`src/rtl/instr_fetch_pkg.sv`:
```
// Shared definitions for the instruction fetch stage and its prefetch queue.
// The {pc, word} entry struct is declared at each use site because its pc width follows addWidth.
package instr_fetch_pkg;

  localparam int INSTR_W          = 32;
  localparam int DEFAULT_RESET_PC = 0;

endpackage

```
`src/rtl/instr_queue.sv`:
```
// Prefetch FIFO of {pc, word} entries with flush, a per-entry pc match vector
// for store snooping, and the pc of the oldest entry that survives this cycle's pop.
module instr_queue
  import instr_fetch_pkg::*;
#(
  parameter int addWidth = 8,
  parameter int DEPTH    = 4
) (
  input  logic                    clk,
  input  logic                    rst,
  input  logic                    i_push,
  input  logic                    i_pop,
  input  logic                    i_flush,
  input  logic [addWidth-1:0]     i_pushPc,
  input  logic [INSTR_W-1:0]      i_pushWord,
  input  logic [addWidth-1:0]     i_snoopAddr,
  output logic                    o_full,
  output logic                    o_empty,
  output logic [$clog2(DEPTH):0]  o_count,
  output logic [addWidth-1:0]     o_headPc,
  output logic [INSTR_W-1:0]      o_headWord,
  output logic [DEPTH-1:0]        o_matchVec,
  output logic [addWidth-1:0]     o_survivorPc
);

  localparam int PTR_W = $clog2(DEPTH);
  localparam int CNT_W = PTR_W + 1;

  typedef struct packed {
    logic [addWidth-1:0] pc;
    logic [INSTR_W-1:0]  word;
  } entry_t;

  entry_t               r_entries [DEPTH];
  logic [PTR_W-1:0]     r_head;
  logic [PTR_W-1:0]     r_tail;
  logic [CNT_W-1:0]     r_count;
  logic [PTR_W-1:0]     w_rel [DEPTH];
  logic [PTR_W-1:0]     w_nextHead;

  always_ff @(posedge clk) begin
    if (rst || i_flush) begin
      r_head  <= '0;
      r_tail  <= '0;
      r_count <= '0;
    end else begin
      if (i_push) r_tail <= r_tail + PTR_W'(1);
      if (i_pop)  r_head <= r_head + PTR_W'(1);
      if (i_push && !i_pop)      r_count <= r_count + CNT_W'(1);
      else if (i_pop && !i_push) r_count <= r_count - CNT_W'(1);
    end
  end

  always_ff @(posedge clk) begin
    if (i_push) begin
      r_entries[r_tail].pc   <= i_pushPc;
      r_entries[r_tail].word <= i_pushWord;
    end
  end

  // An entry is live when its distance from the head is below the fill count.
  always_comb begin
    o_matchVec = '0;
    for (int i = 0; i < DEPTH; i++) begin
      w_rel[i] = PTR_W'(i) - r_head;
      if (({1'b0, w_rel[i]} < r_count) && (r_entries[i].pc == i_snoopAddr))
        o_matchVec[i] = 1'b1;
    end
  end

  assign w_nextHead   = r_head + PTR_W'(1);
  assign o_survivorPc = i_pop ? r_entries[w_nextHead].pc : r_entries[r_head].pc;

  assign o_full     = (r_count == CNT_W'(DEPTH));
  assign o_empty    = (r_count == '0);
  assign o_count    = r_count;
  assign o_headPc   = o_empty ? '0 : r_entries[r_head].pc;
  assign o_headWord = o_empty ? '0 : r_entries[r_head].word;

endmodule

```
`src/rtl/instr_fetch.sv`:
```
// Fetch stage: owns the program counter and mainRAM read port 1, prefetches into
// instr_queue and hands instructions to decode; handles redirects and store snoops.
module instr_fetch
  import instr_fetch_pkg::*;
#(
  parameter int addWidth = 8,
  parameter int DEPTH    = 4,
  parameter int RESET_PC = DEFAULT_RESET_PC
) (
  input  logic                clk,
  input  logic                rst,
  input  logic                fetchEn,
  output logic [addWidth-1:0] memAddr,
  input  logic [INSTR_W-1:0]  memData,
  input  logic                snoopWe,
  input  logic [addWidth-1:0] snoopAddr,
  input  logic                redirect,
  input  logic [addWidth-1:0] redirectPC,
  output logic                instrValid,
  input  logic                instrReady,
  output logic [INSTR_W-1:0]  instr,
  output logic [addWidth-1:0] instrPC
);

  localparam int CNT_W = $clog2(DEPTH) + 1;

  logic [addWidth-1:0] r_fetchPC;
  logic                w_full;
  logic                w_empty;
  logic [CNT_W-1:0]    w_count;
  logic [DEPTH-1:0]    w_matchVec;
  logic [addWidth-1:0] w_survivorPc;
  logic                w_survivorValid;
  logic                w_pop;
  logic                w_snoopHit;
  logic                w_staleRead;
  logic                w_push;
  logic                w_flush;

  assign w_pop       = instrValid && instrReady;
  assign w_snoopHit  = snoopWe && (|w_matchVec);
  // The RAM returns the pre-write word when a store lands on the address being read.
  assign w_staleRead = snoopWe && (snoopAddr == r_fetchPC);
  assign w_push      = fetchEn && (!w_full || w_pop) && !redirect && !w_snoopHit && !w_staleRead;
  assign w_flush     = redirect || w_snoopHit;

  assign w_survivorValid = w_pop ? (w_count > CNT_W'(1)) : !w_empty;

  always_ff @(posedge clk) begin
    if (rst) begin
      r_fetchPC <= addWidth'(RESET_PC);
    end else if (redirect) begin
      r_fetchPC <= redirectPC;
    end else if (w_snoopHit) begin
      if (w_survivorValid) r_fetchPC <= w_survivorPc;
    end else if (w_push) begin
      r_fetchPC <= r_fetchPC + addWidth'(1);
    end
  end

  instr_queue #(
    .addWidth (addWidth),
    .DEPTH    (DEPTH)
  ) u_queue (
    .clk          (clk),
    .rst          (rst),
    .i_push       (w_push),
    .i_pop        (w_pop),
    .i_flush      (w_flush),
    .i_pushPc     (r_fetchPC),
    .i_pushWord   (memData),
    .i_snoopAddr  (snoopAddr),
    .o_full       (w_full),
    .o_empty      (w_empty),
    .o_count      (w_count),
    .o_headPc     (instrPC),
    .o_headWord   (instr),
    .o_matchVec   (w_matchVec),
    .o_survivorPc (w_survivorPc)
  );

  assign memAddr    = r_fetchPC;
  assign instrValid = !w_empty;

endmodule

```
`config.mk`:
```
export PLATFORM = sky130hd
export DESIGN_NAME = instr_fetch
export DESIGN_NICKNAME = d
export VERILOG_FILES = /design/src/rtl/instr_fetch_pkg.sv /design/src/rtl/instr_queue.sv /design/src/rtl/instr_fetch.sv
export SDC_FILE = /design/constraint.sdc
export NUM_CORES = 1
export LEC_CHECK = 0
export BUFFER_PORTS_ARGS = -buffer_cell sky130_fd_sc_hd__buf_2
export CAP_MARGIN = 20
export CORE_MARGIN = 10
export CORE_UTILIZATION = 45
export DETAILED_ROUTE_END_ITERATION = 8
export PLACE_DENSITY = 0.76
export SLEW_MARGIN = 20
export SYNTH_ARGS = -nofsm -noshare
export SYNTH_HDL_FRONTEND = slang
export SYNTH_SLANG_ARGS = --single-unit
export TNS_END_PERCENT = 1
```
`constraint.sdc`:
```
create_clock -name clk -period 8.95 [get_ports clk]
set_input_delay 0.4475 -clock clk [delete_from_list [all_inputs] [get_ports clk]]
set_output_delay 0.4475 -clock clk [all_outputs]
set_load 0.01 [all_outputs]
```
== After elaboration in Yosys (flattened, before gate mapping) ==
Memories as Yosys holds them, arrays and structs flattened. A register that Yosys moved wholly into a read port is not among the register bits.
Index checks and enable logic that the tools add are counted.

* RAM bits: 160
* Memories kept: 1
* Logic and storage cells: 72
* Bits of input ports: 54
* Register bits after elaboration: 15
* Output and inout port bits: 49

* Multiplexer cells: 18
* Add/subtract/negate cells: 9
* $lt $le $gt $ge: 5
* Equal/unequal tests: 7
* Reduce and logical (&&, ||, !) cells: 28

{| class="wikitable"
|+ Memory list
! memory !! depth !! width !! read ports !! clocked after memory_dff !! write ports !! RTL line !! RTL
|-
| u_queue.r_entries || 4 || 40 || 6 || 1 || 1 || instr_queue.sv:34 || <nowiki>entry_t r_entries [DEPTH];</nowiki>
|}

{| class="wikitable"
|+ Operators by type and width
! cell !! number
|-
| 8-bit 2-to-1 mux || 6
|-
| 8-bit == test || 5
|-
| 32-bit 2-to-1 mux || 1
|-
| 1-bit logical AND || 13
|-
| 2-bit by 3-bit less-than comparator with 1-bit output || 4
|-
| 8-bit by 1-bit adder with 8-bit output (second input constant) || 1
|-
| 1-bit logical NOT || 7
|-
| 1-bit 2-to-1 mux || 7
|-
| 3-bit 2-to-1 mux || 2
|-
| 2-bit by 1-bit adder with 2-bit output (second input constant) || 2
|-
| 2-bit 2-to-1 mux || 2
|-
| 4-bit OR reduction || 1
|-
| 1-bit by 2-bit subtractor with 2-bit output (first input constant) || 2
|-
| 2-bit subtractor (first input constant) || 2
|-
| 3-bit by 1-bit adder with 3-bit output (second input constant) || 1
|-
| 3-bit == test (second input constant) || 1
|-
| 3-bit by 1-bit greater-than comparator with 1-bit output (second input constant) || 1
|-
| 3-bit logical NOT || 1
|-
| 1-bit logical OR || 3
|-
| 3-bit != test (second input constant) || 1
|-
| 3-bit nonzero test || 1
|-
| 3-bit by 1-bit subtractor with 3-bit output (second input constant) || 1
|-
| 2-bit AND reduction || 1
|-
| 2-bit nonzero test || 1
|}

== Logic depth before layout (Yosys ltp) ==
Gate-level depths: netlist of run 1.

* Depth after elaboration: 13
* Gate-level depth with buffers: 14
* Depth with buffers taken out: 12

== Modules after synthesis ==
From an unflattened synthesis of run 1, not the netlist that was laid out.

* Cells, all modules: 491
* Area total of the unflattened synthesis: 8,050.2 um^2

{| class="wikitable"
|+ By module, submodules not included
! module !! area an instance (um^2) !! instances !! cells each !! seq. area each (um^2)
|-
| instr_queue || 7,298.2 || 1 || 393 || 4,984.8
|-
| instr_fetch || 752.0 || 1 || 98 || 160.2
|}

== Worst setup path after synthesis of run 1 ==
No wires, ideal clock.

* Path kind: reg2reg
* Start point: reg u_queue.r_head[1]
* End point: mem u_queue.r_entries[0][0] (netlist name) (enable)
* Required time: 8.549 ns
* Path buffers: 2
* Data arrival time: 3.258 ns
* Setup time: 0.401 ns
* Setup slack: 5.291 ns
* Cell stages (with the launch flop): 11
* Period minus slack after synthesis: 3.659 ns
* Cell sequence: dfxtp_1 > clkbuf_1 > inv_1 > ha_1 > a21oi_1 > nor2_1 > o211a_1 > o41a_1 > buf_4 > nor3_2 > and2_1

* Cells in the longest elaborated chain, start to end: 11
* Elaborated cells between the ends (all ways): 23
* Classes of those cells: 4 x add/sub; 4 x order compare; 6 x mux; 9 x reduce/logical

{| class="wikitable"
|+ Ends and longest elaborated chain
! element !! RTL line !! RTL
|-
| start, declared || instr_queue.sv:35 || <nowiki>logic [PTR_W-1:0] r_head;</nowiki>
|-
| start signal, assigned || instr_queue.sv:48 || <nowiki>if (i_pop) r_head <= r_head + PTR_W'(1);</nowiki>
|-
| 1-bit by 2-bit subtractor with 2-bit output / 2-bit subtractor (equally long branches) || instr_queue.sv:65 || <nowiki>w_rel[i] = PTR_W'(i) - r_head;</nowiki>
|-
| 2-bit by 3-bit less-than comparator with 1-bit output || instr_queue.sv:66 || <nowiki>if (({1'b0, w_rel[i]} < r_count) && (r_entries[i].pc == i_snoopAddr))</nowiki>
|-
| 1-bit logical AND || instr_queue.sv:66 ||
|-
| 1-bit 2-to-1 mux || instr_queue.sv:66 ||
|-
| 4-bit OR reduction * || instr_fetch.sv:41 || <nowiki>assign w_snoopHit = snoopWe && (|w_matchVec);</nowiki>
|-
| 1-bit logical AND * || instr_fetch.sv:41 ||
|-
| 1-bit logical NOT * || instr_fetch.sv:44 || <nowiki>assign w_push = fetchEn && (!w_full || w_pop) && !redirect && !w_snoopHit && !w_staleRead;</nowiki>
|-
| 1-bit logical AND * (2 in series) || instr_fetch.sv:44 ||
|-
| via u_queue.i_push || instr_queue.sv:11 || <nowiki>input logic i_push,</nowiki>
|-
| 1-bit 2-to-1 mux * || instr_queue.sv:55 || <nowiki>if (i_push) begin</nowiki>
|-
| 1-bit 2-to-1 mux (implied by the code) * || instr_queue.sv:57 || <nowiki>r_entries[r_tail].word <= i_pushWord;</nowiki>
|-
| end, declared || instr_queue.sv:34 ||
|}

Mark *: on every way through the listed nets, which the timed path passes. The rest lies on a longest branch.

== Worst setup path in the final report of run 1 ==
* Start point: reg u_queue.r_head[0]
* End point: mem u_queue.r_entries[0][32] (netlist name) (enable)

* Cells in the longest elaborated chain, start to end: 11
* Elaborated cells between the ends (all ways): 23
* Classes of those cells: 4 x add/sub; 4 x order compare; 6 x mux; 9 x reduce/logical

{| class="wikitable"
|+ Ends and longest elaborated chain
! element !! RTL line !! RTL
|-
| 1-bit by 2-bit subtractor with 2-bit output / 2-bit subtractor (equally long branches) || instr_queue.sv:65 ||
|-
| 2-bit by 3-bit less-than comparator with 1-bit output || instr_queue.sv:66 ||
|-
| 1-bit logical AND || instr_queue.sv:66 ||
|-
| 1-bit 2-to-1 mux || instr_queue.sv:66 ||
|-
| 4-bit OR reduction * || instr_fetch.sv:41 ||
|-
| 1-bit logical AND * || instr_fetch.sv:41 ||
|-
| 1-bit logical NOT * || instr_fetch.sv:44 ||
|-
| 1-bit logical AND * (2 in series) || instr_fetch.sv:44 ||
|-
| via u_queue.i_push || instr_queue.sv:11 ||
|-
| 1-bit 2-to-1 mux * || instr_queue.sv:55 ||
|-
| 1-bit 2-to-1 mux (implied by the code) * || instr_queue.sv:56 || <nowiki>r_entries[r_tail].pc <= i_pushPc;</nowiki>
|}

Marked as above.

==> results.yml, run 1 <==
run_status:
  outcome: "complete, no violations"
floorplanning:
  floorplan.die.width_um: 155
  ioPinCount: 103
  dieHeight_um: 155
  starting_utilization_of_the_core_area: 0.457
  core.rowCount: 49
  die_area_mm2: 0.0240
  design.core.area_mm2: 0.0179
global_route:
  grt_pass1_vias: 5022
  grt_pass1_wl_um: 28800
  number_of_antenna_violations_at_the_first_check_in_global_routing: 1
  grt_start_max_net_pins: 52
  global_route.usage.total: 0.155
  global_route.overflow_total: 0
yosys:
  synth_top_flop_cell: "sky130_fd_sc_hd__edfxtp_1"
  postSynthRegisterBits: 177
  number_of_enable_type_register_cells_in_the_synthesized_netlist: 160
  synth-seq-area-share: 0.629
  synth_area_mm2: 0.00818
  postSynthAreaPerCell_um2: 15.8
  synth.yosys.warnings: 0
  synth_nets: 585
  syn_inst: 517
  post-synth-top-area-cell: "sky130_fd_sc_hd__edfxtp_1"
  synthTopCellsByArea: "sky130_fd_sc_hd__edfxtp_1, sky130_fd_sc_hd__mux4_2, sky130_fd_sc_hd__dfxtp_1, sky130_fd_sc_hd__xor2_1, sky130_fd_sc_hd__and2_1"
  netlist-cell-type-count: 39
  synthArstFlopShare: 0
  synth.top_cell.area_share: 0.588
worst_setup_path:
  critical_path_required_ns: 9.00
  critPathCaptureType: "flop"
  r2r.worst_path.cells: 8
  timing.critical_path.fanout_max: 40
  startpoint_type: "flop"
  timing.setup.critical_path_class: "reg2reg"
  cp.arrival_ns: 3.99
routing:
  route.detailed.vias_per_inst: 5.76
  route.detailed.wl_per_inst_um: 21.9
  post_route_ant_nets: 0
  drt_iter0_markers: 502
  drc: 0
  drt-total-wl_um: 18600
  detail_route.first_pass.iterations: 5
  detailroute.via_count: 4880
clock_tree:
  insertion_delay_ns: 0.43
  clockBufferDepth: 2
  cts.repair.resized: 0
  post_cts.repair.setup_buffers: 0
  cts_root_buffer: "sky130_fd_sc_hd__clkbuf_16"
  cts-hold-fix-buffers: 0
  clock_sinks: 177
  cts.reportedPaths.clkPinSlew_ns: 0.07
  htreeDepth: 4
  tritoncts.num_buffers: 17
  cts_tree: "yes"
power_and_ir_drop:
  p_per_area_mw_per_mm2: 196
  total_leakage_power_nw: 3.41
  power_w: 0.00184
  ir_worst_vdd_uv: 133
place:
  finalWeightedCongestion: 0.898
  hpwlAfterDp_um: 12300
  place_inst: 815
  placement.io_buffers: 102
final_layout:
  final-instance-count-excl-fill: 847
  flow.area_growth_from_synthesis_pct: 15.0
  final_core_util: 0.525
  design.final.nets: 673
  antennaDiodeCount: 0
  layout_cell_share_with_drive_strength_beyond_1: 0.311
  fillCellCount: 1458
timing:
  fin_crit_sh: 0.440
  final_setup_fails: 0
  timing.max_slew.rel_slack: 0.287
  final-hold-violation-count: 0
  setup_tns_ns: 0
  maxSlewViolCount: 0
  tightest_slew_ns: 1.07
  final.min_clock_period_ns: 3.94
  rsz_0062_raised_after_global_routing: "no"
  skew_ns: 0.00997
  fmaxAchievable_ghz: 0.254
run:
  cap_violations: 0
hold_path:
  hold_path_depth: 1
  hp-class: "in2reg"
-- final cells by class --
cell class | instances | area, um^2 | share of cell area
Clock buffer | 18 | 429 | 0.0456
Clock inverter | 14 | 145 | 0.0154
Timing Repair Buffer | 103 | 518 | 0.0551
Tap cell | 229 | 287 | 0.0305
Sequential cell | 177 | 5150 | 0.548
Multi-Input combinational cell | 298 | 2850 | 0.303
Inverter | 8 | 30.0 | 0.00319
-- power by group --
group,switching [W],leakage [nW],internal [W]
clock network,0.000322,0.278,0.000392
logic,0.000103,1.53,0.0000778
registers,0.0000240,1.60,0.000922
-- cells by family (layout without fill, tap and decap cells) --
family          Yosys count  in the layout  synth area share
compound gates           47             47            0.0430
xor+xnor                 53             53            0.0568
fa+ha+maj                14             14            0.0214
buf+inv                  42            143            0.0246
flops                   177            177             0.629
mux                      59             59             0.147
simple gates            125            125            0.0785
-- registers in the layout, indices dropped and copies added (netlist names), named ones only --
name / flops
u_queue.r_head: 2
memAddr: 8
u_queue.r_entries: 160
u_queue.r_tail: 2
u_queue.o_count: 3
-- layer usage --
metal  wire [um]  global-route usage  part of all wire
met4         518              0.0643             0.028
met3        1030              0.0302             0.055
met5          13                   0           0.00070
met2        9300               0.255              0.50
met1        7720               0.197              0.42
-- cell usage in the layout (no fill, tap or decap), types with 7 or more instances in the layout --
| cell | netlist | routed |
|---|---|---|
| sky130_fd_sc_hd__edfxtp_1 | 160 | 160 |
| sky130_fd_sc_hd__nand2_1 | 28 | 28 |
| sky130_fd_sc_hd__buf_2 | 5 | 102 |
| sky130_fd_sc_hd__xnor2_1 | 16 | 16 |
| sky130_fd_sc_hd__ha_1 | 14 | 14 |
| sky130_fd_sc_hd__clkbuf_16 | 0 | 17 |
| sky130_fd_sc_hd__nor4_1 | 8 | 8 |
| sky130_fd_sc_hd__a21oi_1 | 14 | 14 |
| sky130_fd_sc_hd__nor2_1 | 28 | 28 |
| sky130_fd_sc_hd__and2_1 | 45 | 41 |
| sky130_fd_sc_hd__a311oi_1 | 8 | 8 |
| sky130_fd_sc_hd__dfxtp_1 | 17 | 15 |
| sky130_fd_sc_hd__o21ai_0 | 8 | 8 |
| sky130_fd_sc_hd__xor2_1 | 37 | 37 |
| sky130_fd_sc_hd__mux2i_1 | 10 | 10 |
| sky130_fd_sc_hd__nand3_1 | 7 | 7 |
| sky130_fd_sc_hd__o221ai_1 | 8 | 8 |
| sky130_fd_sc_hd__inv_1 | 7 | 7 |
| sky130_fd_sc_hd__mux4_2 | 47 | 47 |
-- cell usage after synthesis, drive strengths merged (8+ instances only) --
| library cell | n |
|---|---|
| edfxtp | 160 |
| mux4 | 48 |
| and2 | 45 |
| xor2 | 37 |
| nand2 | 28 |
| nor2 | 28 |
| clkbuf | 18 |
| dfxtp | 17 |
| buf | 16 |
| xnor2 | 16 |
| a21oi | 14 |
| ha | 14 |
| mux2i | 11 |
| nor4 | 9 |
| a311oi | 8 |
| o21ai | 8 |
| o221ai | 8 |
-- through the flow --
step / setup WS [ns] / hold WS, ns / cell area (um^2)
after detailed placement: 5.04 / 0.572 / 8830
after global routing: 4.81 / 0.228 / 9400
after CTS: 5.00 / 0.216 / 9400
after global placement: 5.20 / 0.524 / 8830
after floorplan: 5.29 / 0.506 / 8180
final: 5.01 / 0.228 / 9400
-- worst paths after layout --
check	start	to	slack, ns
worst min-delay path	memData[16]	u_queue.r_entries[0][16]	0.23
worst min register to register	u_queue.o_count[1]	u_queue.o_count[1]	0.58
worst max-delay path	u_queue.r_head[0]	u_queue.r_entries[0][32]	5.01
worst max register to register	u_queue.r_head[0]	u_queue.r_entries[0][32]	5.01
-- critical path, stage by stage (launching register included) --
cell and delay, ns:
sky130_fd_sc_hd__dfxtp_1 0.84, sky130_fd_sc_hd__xor2_1 0.26, sky130_fd_sc_hd__inv_1 0.07, sky130_fd_sc_hd__ha_1 0.28, sky130_fd_sc_hd__a21oi_1 0.06, sky130_fd_sc_hd__o211a_1 0.27
sky130_fd_sc_hd__o41a_1 0.50, sky130_fd_sc_hd__nor3_2 0.33, sky130_fd_sc_hd__and2_2 0.90
(Power assumes the default switching activity.)
==> run 2, diff against run 1 <==
Settings changed: PLACE_DENSITY 0.76 to 0.78.
Clock period 8.95 ns to 3.2 ns, I/O delays scaled along.
==> results.yml, run 2 (synthesis gave the netlist of run 1 again) <==
run_status:
  outcome: "complete, no violations"
final_layout:
  multi_input_comb_area_mm2: 0.00284
  antennaDiodeCount: 0
  largest_register_ff_count: 160
  fillCellCount: 1402
  layout_cell_share_with_drive_strength_beyond_1: 0.315
  flow.area_growth_from_synthesis_pct: 21.3
  design.final.nets: 726
  leading_cell_type_in_the_layout_fill_and_taps_excluded: "sky130_fd_sc_hd__edfxtp_1"
  largest_register: "u_queue.r_entries"
  final-instance-count-excl-fill: 899
  layout_common_cells: "sky130_fd_sc_hd__edfxtp_1, sky130_fd_sc_hd__buf_2, sky130_fd_sc_hd__mux4_2"
  seq_area_mm2: 0.00515
hold_path:
  hold_path_depth: 3
  min_delay_startpoint: "redirectPC[5]"
  hp-class: "in2reg"
  worstHoldEndpoint: "memAddr[5]"
clock_tree:
  insertion_delay_ns: 0.43
  tritoncts.num_buffers: 17
  cts.repair.resized: 0
  clock_sinks: 177
  post_cts.repair.setup_buffers: 0
  cts.reportedPaths.clkPinSlew_ns: 0.06
  cts_tree: "yes"
  clockBufferDepth: 2
  htreeDepth: 4
  cts_root_buffer: "sky130_fd_sc_hd__clkbuf_16"
global_route:
  grt_start_max_net_pins: 51
  grt_pass1_wl_um: 30500
  global_route.overflow_total: 0
  number_of_antenna_violations_at_the_first_check_in_global_routing: 1
  global_route.usage.total: 0.162
  grt_pass1_vias: 5420
routing:
  drt-total-wl_um: 19500
  drc: 0
  detail_route.first_pass.iterations: 4
  route.detailed.vias_per_inst: 5.60
  route.detailed.wl_per_inst_um: 21.7
  drt_iter0_markers: 490
  post_route_ant_nets: 0
  detailroute.via_count: 5038
timing:
  fin_crit_sh: 0.945
  fmaxAchievable_ghz: 0.331
  final.min_clock_period_ns: 3.02
  maxSlewViolCount: 0
  timing.max_slew.rel_slack: 0.469
  final_setup_fails: 0
  setup_tns_ns: 0
  skew_ns: 0.00688
  rsz_0062_raised_after_global_routing: "no"
  tightest_slew_ns: 0.790
  final-hold-violation-count: 0
worst_setup_path:
  critPathCaptureType: "flop"
  worstReg2RegStart: "u_queue.o_count[1]"
  cp.arrival_ns: 3.15
  startpoint_type: "flop"
  critical_path_required_ns: 3.33
  r2r.worst_path.cells: 9
  critical_path.reg2reg.endpoint: "u_queue.r_entries[3][7]"
  timing.setup.critical_path_class: "reg2reg"
  timing.critical_path.fanout_max: 10
  reg2reg_slack_ns: 0.18
  worst_setup_path_startpoint: "u_queue.o_count[1]"
floorplanning:
  floorplan.die.width_um: 155
  ioPinCount: 103
  design.core.area_mm2: 0.0179
  starting_utilization_of_the_core_area: 0.457
  core.rowCount: 49
  dieHeight_um: 155
  die_area_mm2: 0.0240
place:
  hpwlAfterDp_um: 13100
  finalWeightedCongestion: 0.879
  placement.io_buffers: 102
  place_inst: 836
power_and_ir_drop:
  ir_worst_vdd_uv: 465
  p_per_area_mw_per_mm2: 525
  total_leakage_power_nw: 3.65
run:
  cap_violations: 0
[run 2: worst max-delay path, stage by stage (launching register included)]
cell                      delay (ns)
sky130_fd_sc_hd__dfxtp_1        0.40
sky130_fd_sc_hd__inv_1          0.16
sky130_fd_sc_hd__ha_1           0.34
sky130_fd_sc_hd__a21oi_1        0.12
sky130_fd_sc_hd__nor2_1         0.06
sky130_fd_sc_hd__o211a_1        0.28
sky130_fd_sc_hd__o41a_1         0.48
sky130_fd_sc_hd__nor3_2         0.27
sky130_fd_sc_hd__and2_2         0.37
sky130_fd_sc_hd__buf_4          0.25
[run 2: per-layer routing]
layer / part of all wire / up-vias / global-route usage
met5: 0.00092 / - / 0
met4: 0.021 / 2 / 0.0648
met3: 0.052 / 37 / 0.0424
met2: 0.50 / 182 / 0.266
met1: 0.42 / 2559 / 0.201
li1: - / 2258 / -
[run 2: worst max path at each step]
stage	end	cells after the start	slack (ns)
finish	u_queue.r_entries[3][7]	9	0.18
global route	u_queue.r_entries[3][8]	9	0.03
CTS	u_queue.r_entries[3][8]	9	0.20
detailed placement	u_queue.r_entries[3][7]	9	0.22
global placement	u_queue.r_entries[3][4]	9	0.34
floorplan	u_queue.r_entries[0][0]	10	-0.04
[run 2: cell type report]
type	count	share of cell area
sequential	177	0.519
multi-input combinational	298	0.286
timing repair buffer	156	0.105
clock buffer	19	0.0436
tap	229	0.0289
clock inverter	12	0.0137
inverter	8	0.00303
[run 2: metrics by stage]
| step | util | power, W | hold slack [ns] | cell area, um^2 | setup WS [ns] |
|---|---|---|---|---|---|
| 2_1_floorplan | - | 0.00299 | 0.259 | 8180 | -0.0386 |
| 3_3_place_gp | 0.504 | 0.00321 | 0.371 | 9030 | 0.341 |
| 3_5_place_dp | 0.504 | 0.00323 | 0.382 | 9030 | 0.224 |
| 4_1_cts | 0.554 | 0.00525 | 0.00547 | 9920 | 0.198 |
| 5_1_grt | 0.554 | 0.00540 | 0.0195 | 9920 | 0.0294 |
| 6_report | 0.554 | 0.00521 | 0.0208 | 9920 | 0.177 |
[run 2: timing repair]
action / 4_1_cts / 5_1_grt
setup endpoints to repair: 0 / 0
endpoints found under the hold margin: 128 / 0
hold buffers: 32 / 0
[run 2: power by group]
group	switching, W	internal [W]	leakage, nW
registers	0.0000419	0.00258	1.60
clock network	0.000850	0.00115	0.265
logic	0.000329	0.000261	1.78
total	0.00122	0.00399	3.65
